===== src/rtl/rgb_pwm_fader.sv =====
// rgb_pwm_fader: turns three on/off colour levels into crossfading PWM pin drives.
// Ports: clk, rst_n (async, active-low), enable, red_in/green_in/blue_in (target levels),
//        red_pwm/green_pwm/blue_pwm (PWM pins, polarity set by ACTIVE_LOW), fade_busy.
// Latency: 1 cycle for inputs to reach the targets, then 1 duty step per STEP_INTERVAL cycles;
//          a new duty reaches the pins at the start of the next PWM period.
// Backpressure: none. Inputs are sampled every cycle and the outputs are free-running.

`timescale 1ns/1ps

module rgb_pwm_fader #(
    parameter int PWM_BITS      = 8,
    parameter int STEP_INTERVAL = 4700,
    parameter int ACTIVE_LOW    = 1
) (
    input  logic clk,
    input  logic rst_n,
    input  logic enable,
    input  logic red_in,
    input  logic green_in,
    input  logic blue_in,
    output logic red_pwm,
    output logic green_pwm,
    output logic blue_pwm,
    output logic fade_busy
);

    localparam int NCH = 3;
    localparam int SCW = (STEP_INTERVAL > 1) ? $clog2(STEP_INTERVAL) : 1;

    // Full-on duty. The PWM period is DUTY_MAX cycles, so a duty of DUTY_MAX
    // keeps the pin on for the whole period.
    localparam logic [PWM_BITS-1:0] DUTY_MAX  = {PWM_BITS{1'b1}};
    localparam logic [PWM_BITS-1:0] PWM_LAST  = DUTY_MAX - 1'b1;
    localparam logic [SCW-1:0]      STEP_LAST = SCW'(STEP_INTERVAL - 1);

    localparam logic PIN_OFF = (ACTIVE_LOW != 0);
    localparam logic PIN_ON  = ~PIN_OFF;

    // Channel index: 0 = red, 1 = green, 2 = blue.
    logic [NCH-1:0]      lvl_in;

    logic [SCW-1:0]      step_cnt_q, step_cnt_d;
    logic                step_tick;

    logic [PWM_BITS-1:0] pwm_cnt_q, pwm_cnt_d;
    logic                pwm_wrap;

    logic [NCH-1:0]      tgt_q, tgt_d;
    logic [PWM_BITS-1:0] duty_q [NCH];
    logic [PWM_BITS-1:0] duty_d [NCH];
    logic [PWM_BITS-1:0] dact_q [NCH];
    logic [PWM_BITS-1:0] dact_d [NCH];

    logic [NCH-1:0]      pin_q, pin_d;
    logic                busy_q, busy_d;

    assign lvl_in = {blue_in, green_in, red_in};

    // ------------------------------------------------------------------
    // Step prescaler: one step_tick pulse every STEP_INTERVAL cycles.
    // ------------------------------------------------------------------
    always_comb begin
        step_tick  = (step_cnt_q == STEP_LAST);
        step_cnt_d = step_tick ? '0 : step_cnt_q + 1'b1;
    end

    // ------------------------------------------------------------------
    // PWM period counter: 0 .. DUTY_MAX-1, wraps.
    // ------------------------------------------------------------------
    always_comb begin
        pwm_wrap  = (pwm_cnt_q == PWM_LAST);
        pwm_cnt_d = pwm_wrap ? '0 : pwm_cnt_q + 1'b1;
    end

    // ------------------------------------------------------------------
    // Per-channel target, duty ramp, active duty, pin and busy logic.
    // ------------------------------------------------------------------
    always_comb begin
        // Disabling forces every target to off so all channels fade out.
        tgt_d  = lvl_in & {NCH{enable}};
        busy_d = 1'b0;
        pin_d  = '0;

        for (int ch = 0; ch < NCH; ch++) begin
            duty_d[ch] = duty_q[ch];
            dact_d[ch] = dact_q[ch];

            // Ramp one step toward the target, saturating at 0 and DUTY_MAX.
            // Because the direction is re-evaluated on every tick from the
            // current duty, a target flip mid-ramp simply reverses the ramp.
            if (step_tick) begin
                if (tgt_q[ch] && (duty_q[ch] != DUTY_MAX)) begin
                    duty_d[ch] = duty_q[ch] + 1'b1;
                end else if (!tgt_q[ch] && (duty_q[ch] != '0)) begin
                    duty_d[ch] = duty_q[ch] - 1'b1;
                end
            end

            // The comparator only sees a new duty at a period boundary, so a
            // duty change mid-period cannot truncate or stretch a pulse.
            if (pwm_wrap) begin
                dact_d[ch] = duty_q[ch];
            end

            // On-pulse sits at the start of the period, dact cycles long.
            pin_d[ch] = (pwm_cnt_q < dact_q[ch]) ? PIN_ON : PIN_OFF;

            if (duty_q[ch] != (tgt_q[ch] ? DUTY_MAX : '0)) begin
                busy_d = 1'b1;
            end
        end
    end

    // ------------------------------------------------------------------
    // State registers.
    // ------------------------------------------------------------------
    always_ff @(posedge clk or negedge rst_n) begin
        if (!rst_n) begin
            step_cnt_q <= '0;
            pwm_cnt_q  <= '0;
            tgt_q      <= '0;
            busy_q     <= 1'b0;
            // Pins go to the off level as soon as reset asserts, even mid-fade.
            pin_q      <= {NCH{PIN_OFF}};
            for (int ch = 0; ch < NCH; ch++) begin
                duty_q[ch] <= '0;
                dact_q[ch] <= '0;
            end
        end else begin
            step_cnt_q <= step_cnt_d;
            pwm_cnt_q  <= pwm_cnt_d;
            tgt_q      <= tgt_d;
            busy_q     <= busy_d;
            pin_q      <= pin_d;
            for (int ch = 0; ch < NCH; ch++) begin
                duty_q[ch] <= duty_d[ch];
                dact_q[ch] <= dact_d[ch];
            end
        end
    end

    assign red_pwm   = pin_q[0];
    assign green_pwm = pin_q[1];
    assign blue_pwm  = pin_q[2];
    assign fade_busy = busy_q;

endmodule


===== config.mk =====
export PLATFORM = sky130hd
export DESIGN_NAME = rgb_pwm_fader
export DESIGN_NICKNAME = d
export VERILOG_FILES = /design/src/rtl/rgb_pwm_fader.sv
export SDC_FILE = /design/constraint.sdc
export NUM_CORES = 1
export LEC_CHECK = 0
export ABC_AREA = 1
export CAP_MARGIN = 25
export CORE_ASPECT_RATIO = 1.4
export CORE_UTILIZATION = 30
export CTS_CLUSTER_SIZE = 10
export DETAILED_ROUTE_END_ITERATION = 10
export HOLD_SLACK_MARGIN = 0.03
export SLEW_MARGIN = 20
export SYNTH_ARGS = -nofsm -noshare
export SYNTH_HDL_FRONTEND = slang
export SYNTH_SLANG_ARGS = --single-unit

===== constraint.sdc =====
create_clock -name clk -period 2.4 [get_ports clk]
set_input_delay 0.72 -clock clk [delete_from_list [all_inputs] [get_ports clk]]
set_output_delay 0.72 -clock clk [all_outputs]
set_load 0.01 [all_outputs]

# Word-level counts from Yosys, hierarchy flattened
# Cells that the tools add are included.
# W data, S select, Z words.
[classes]
n_addsub = 8
order_cmp = 3
n_eq_ne = 8
mux = 17
n_bitwise = 1
reduce_logical = 18
[ops]
columns = ["operator", "count"]
rows = [
  ["$mux W8", 10],
  ["$add A8 B1 Y8 const B", 4],
  ["$lt A8 B8 Y1", 3],
  ["$ne A8 B8 Y1", 3],
  ["$ne A8 B8 Y1 const B", 3],
  ["$reduce_bool A8 Y1", 3],
  ["$sub A8 B1 Y8 const B", 3],
  ["$add A13 B1 Y13 const B", 1],
  ["$eq A13 B13 Y1 const B", 1],
  ["$mux W13", 1],
  ["$eq A8 B8 Y1 const B", 1],
  ["$logic_and A1 B1 Y1", 6],
  ["$mux W1", 6],
  ["$reduce_and A2 Y1", 3],
  ["$reduce_bool A2 Y1", 3],
  ["$and A3 B3 Y3", 1],
  ["$logic_not A1 Y1", 3],
]
[word_totals]
register_bits = 76
input_bits = 6
out_inout_bits = 4
wordCells = 66

# Depth between registers and ports, before layout
[logic_depth]
depth_word = 5
mapped_depth = 15

# Worst setup path before layout
# OpenSTA, ideal clock, no wires.
[synth_path]
path_type = "register to register"
startpoint = "register duty_q[0] (netlist bit)"
endpoint = "register duty_q[6] (netlist bit)"
setup_ps = 117
arrival_ps = 1820
required_time_ps = 2283
setup_slack_ps = 463
stages_incl_launch_ff = 13
n_path_buf = 0
synth_period_minus_slack_ps = 1937
path_cell_list = "dfrtp_1 nand2_1 nor2_1 nand2_1 nand2_1 inv_1 fa_1 o21ai_0 nand2_1 nand2_1 nand2_1 nand3_1 nand2_1"
[synth_via]
elab_chain_cells = 4
elab_cells_between_ends = 10
classes_between = "2 x add/sub; 1 x eq/ne; 2 x mux; 5 x reduce/logical"
[synth_rtl]
columns = ["item", "line", "source"]
rows = [
  ["start: declaration", "49", "logic [PWM_BITS-1:0] duty_q [NCH];"],
  ["start signal: indexed assignment", "136", "duty_q[ch] <= duty_d[ch];"],
  ["parallel branches: the longest is 4 deep, another holds $sub A8 B1 Y8", "-", ""],
]
# Several ways; the timed one is not identified. The select of a mux whose other input is x is not followed.
# A chain may end at the register's enable or synchronous reset.

# Worst setup path in the final report
[layout_path]
startpoint = "register duty_q[8] (netlist bit)"
endpoint = "register duty_q[13] (netlist bit)"
# The elaborated chain is that of the path after synthesis.

==> results.yml <==
clock_network:
  postCtsSetupBuffers: 0
  clk_pin_slew_ns: 0.06
  numCtsBuffers: 9
  cts_sinks: 76
  insertion_delay_ns: 0.33
  cts_buffer_depth: 2
  cts_tree: "yes"
  root_buffer: "clkbuf_16"
  htreeDepth: 3
final_layout:
  finalInstanceArea_um2: 5490
  drive_gt1_share_pct: 8.71
  final_cell_mix: "nand2_1 (183), inv_1 (93), dfrtp_1 (73), nor2_1 (44)"
  fillers: 1656
  fin_cells: 839
  num_antenna_cells: 0
  layout_commonest_cell: "nand2_1"
  layout.nets: 689
  area_growth_pct: 15.5
pwr:
  p_leak_nw: 2.69
  peakVddDrop_mv: 0.268
  powerDensity_nw_per_um2: 549
  total_power_mw: 3.01
floorplan:
  dieArea_um2: 16300
  initial_utilization_pct: 30.6
  ios: 10
  core_um2: 15500
  fp.dieH_um: 151
  die_x_um: 108
  num_rows: 54
placement:
  place_area_um2: 5120
  pre_cts_ws_ns: 0.236
  dp.cells: 823
  io_buffers: 9
  gp_congestion: 0.865
  dpl.hpwl_um: 7560
timing:
  period_needed_ns: 2.14
  rsz0062_at_grt: "false"
  relSlewSlack_pct: 64.3
  setup-violations-final: 0
  finalCritPeriodShare_pct: 89.2
  fmax_mhz: 467
  fin_tns_setup_ns: 0
  finalHoldViolCount: 0
  report.final.slew_viol_count: 0
  worstMarginPinSlew_ns: 0.535
  finalWorstSetupSlack_ns: 0.259
  finClkSkew_ns: 0.00728
setup_path:
  cp_common_cell: "nand2_1"
  cp-end-kind: "register"
  startpoint_type: "register"
  crit_arrival_ns: 2.37
  slowest_delay_ns: 0.48
  r2r_slack_ns: 0.26
  endpoint: "duty_q[13]"
  crit_fanout: 8
  critPathRequiredTime_ns: 2.63
  r2r_start: "duty_q[8]"
  crit_chain: "nand2_1 > nor2_1 > nand2_1 > nand2_1 > ha_1 > or2_2 > nand3b_1 > nand2_1 > xor2_1 > nand2_1 > nand2_1"
  r2r-end: "duty_q[13]"
  worstSetupPathType: "register to register"
  cp_slowest_cell: "dfrtp_1"
  reg2reg_depth: 11
  critPathLaunch: "duty_q[8]"
yosys:
  synth_top_cell_by_area: "dfrtp_1"
  synth-seq-cells: 76
  synthCells: 613
  syn_area_um2: 4750
  syn_avg_cell_area_um2: 7.75
  synth_nets: 664
  yosysWarnings: 0
  ys_types: 34
  synth_area_leaders: "dfrtp_1 (38%), nand2_1 (15%), ha_1 (11%)"
  synth_top_area_share_pct: 38.5
  synth_seq_area_share_pct: 40.1
detailed_routing:
  drc: 0
  vias: 3819
  wire_per_inst_um: 11.5
  first_iter_violations: 136
  vias_per_cell: 4.55
  dr.pass1.iters: 6
  ant_nets: 0
  wirelength_um: 9650
global_routing:
  grt_pass1_vias: 3650
  grt_max_degree: 41
  grt_overflow_total: 0
  antenna_found_initial: 0
  grt_pass1_wl_um: 16700
  track_usage_pct: 13.3
status:
  outcome: "complete, no violations"
min_path:
  hp-class: "input port to asynchronous set/reset pin"
job:
  maxCapViolations: 0
power by group:
| part | internal [mW] | leakage, nW | switching, mW | total, mW |
|---|---|---|---|---|
| clock network | 1.08 | 0.172 | 0.529 | 1.60 |
| registers | 1.29 | 1.02 | 0.00454 | 1.29 |
| logic | 0.0415 | 1.50 | 0.0773 | 0.119 |
timing repair:
action	in CTS	in global routing
endpoints found under the hold margin	0	0
hold buffers	0	0
endpoints found under the setup margin	0	2
gates resized for setup	0	2
per-layer routing:
layer / up-vias / global-route usage (%) / part of all wire, %
li1: 2000 / - / -
met4: 0 / 6.35 / 2.1
met1: 1773 / 14.6 / 43
met2: 34 / 24.4 / 53
met5: - / 0 / 0
met3: 12 / 2.28 / 1.7
cell families (layout without fill, tap and decap cells):
logic type	after synthesis	in the layout	share of synthesized area, %
AND/OR/NAND/NOR	301	301	27.6
flip-flops	76	76	40.1
adder cells (fa/ha/maj)	45	45	12.3
AO/OA/AOI/OAI	70	70	7.90
XOR/XNOR	18	18	3.32
buffers and inverters	103	133	8.69
flip-flops by register name, summed over array words and instances, names as in the netlist:
signal,cells
dact_q,24
duty_q,24
fade_busy,1
pin_q,3
pwm_cnt_q,8
step_cnt_q,13
tgt_q,3
cells in the mapped netlist, drive strengths merged:
cell,n
nor2,48
nand3b,3
nand3,34
fa,3
dfstp,3
or2,6
dfrtp,73
buf,5
nand2,189
a31oi,2
nand4,13
and3,1
ha,42
nor3,6
a21oi,19
xnor2,4
clkinv,1
a221oi,3
nand2b,1
o21ai,46
clkbuf,1
inv,96
xor2,14
worst min-delay path by stage:
stage                  startpoint            end  slack (ns)
detailed placement  step_cnt_q[0]  step_cnt_q[0]        0.46
CTS                         rst_n     duty_q[10]        0.38
finish                      rst_n     duty_q[10]        0.36
floorplan                   rst_n      dact_q[0]        0.42
global route                rst_n     duty_q[10]        0.39
global placement    step_cnt_q[0]  step_cnt_q[0]        0.46
cell type report:
class                      instances  area, µm²  area share, %
timing repair buffer              20        170           3.10
multi-input combinational        434       2430           44.4
clock inverter                     5        106           1.94
inverter                          97        372           6.77
sequential                        76       1910           34.7
tap                              196        245           4.47
clock buffer                      11        253           4.61
worst max-delay path: cells and delay by family (launching register included):
family	cells	cell delay (ns)
xor+xnor	1	0.13
simple gates	9	1.09
fa+ha+maj	1	0.33
flops	1	0.48
through the flow:
step | utilization (%) | hold slack [ns]
finish | 35.3 | 0.359
global route | 35.3 | 0.393
CTS | 35.3 | 0.377
detailed placement | 33.0 | 0.464
global placement | 33.0 | 0.457
floorplan | - | 0.424
Note: power is estimated with default switching activity, not from simulation.
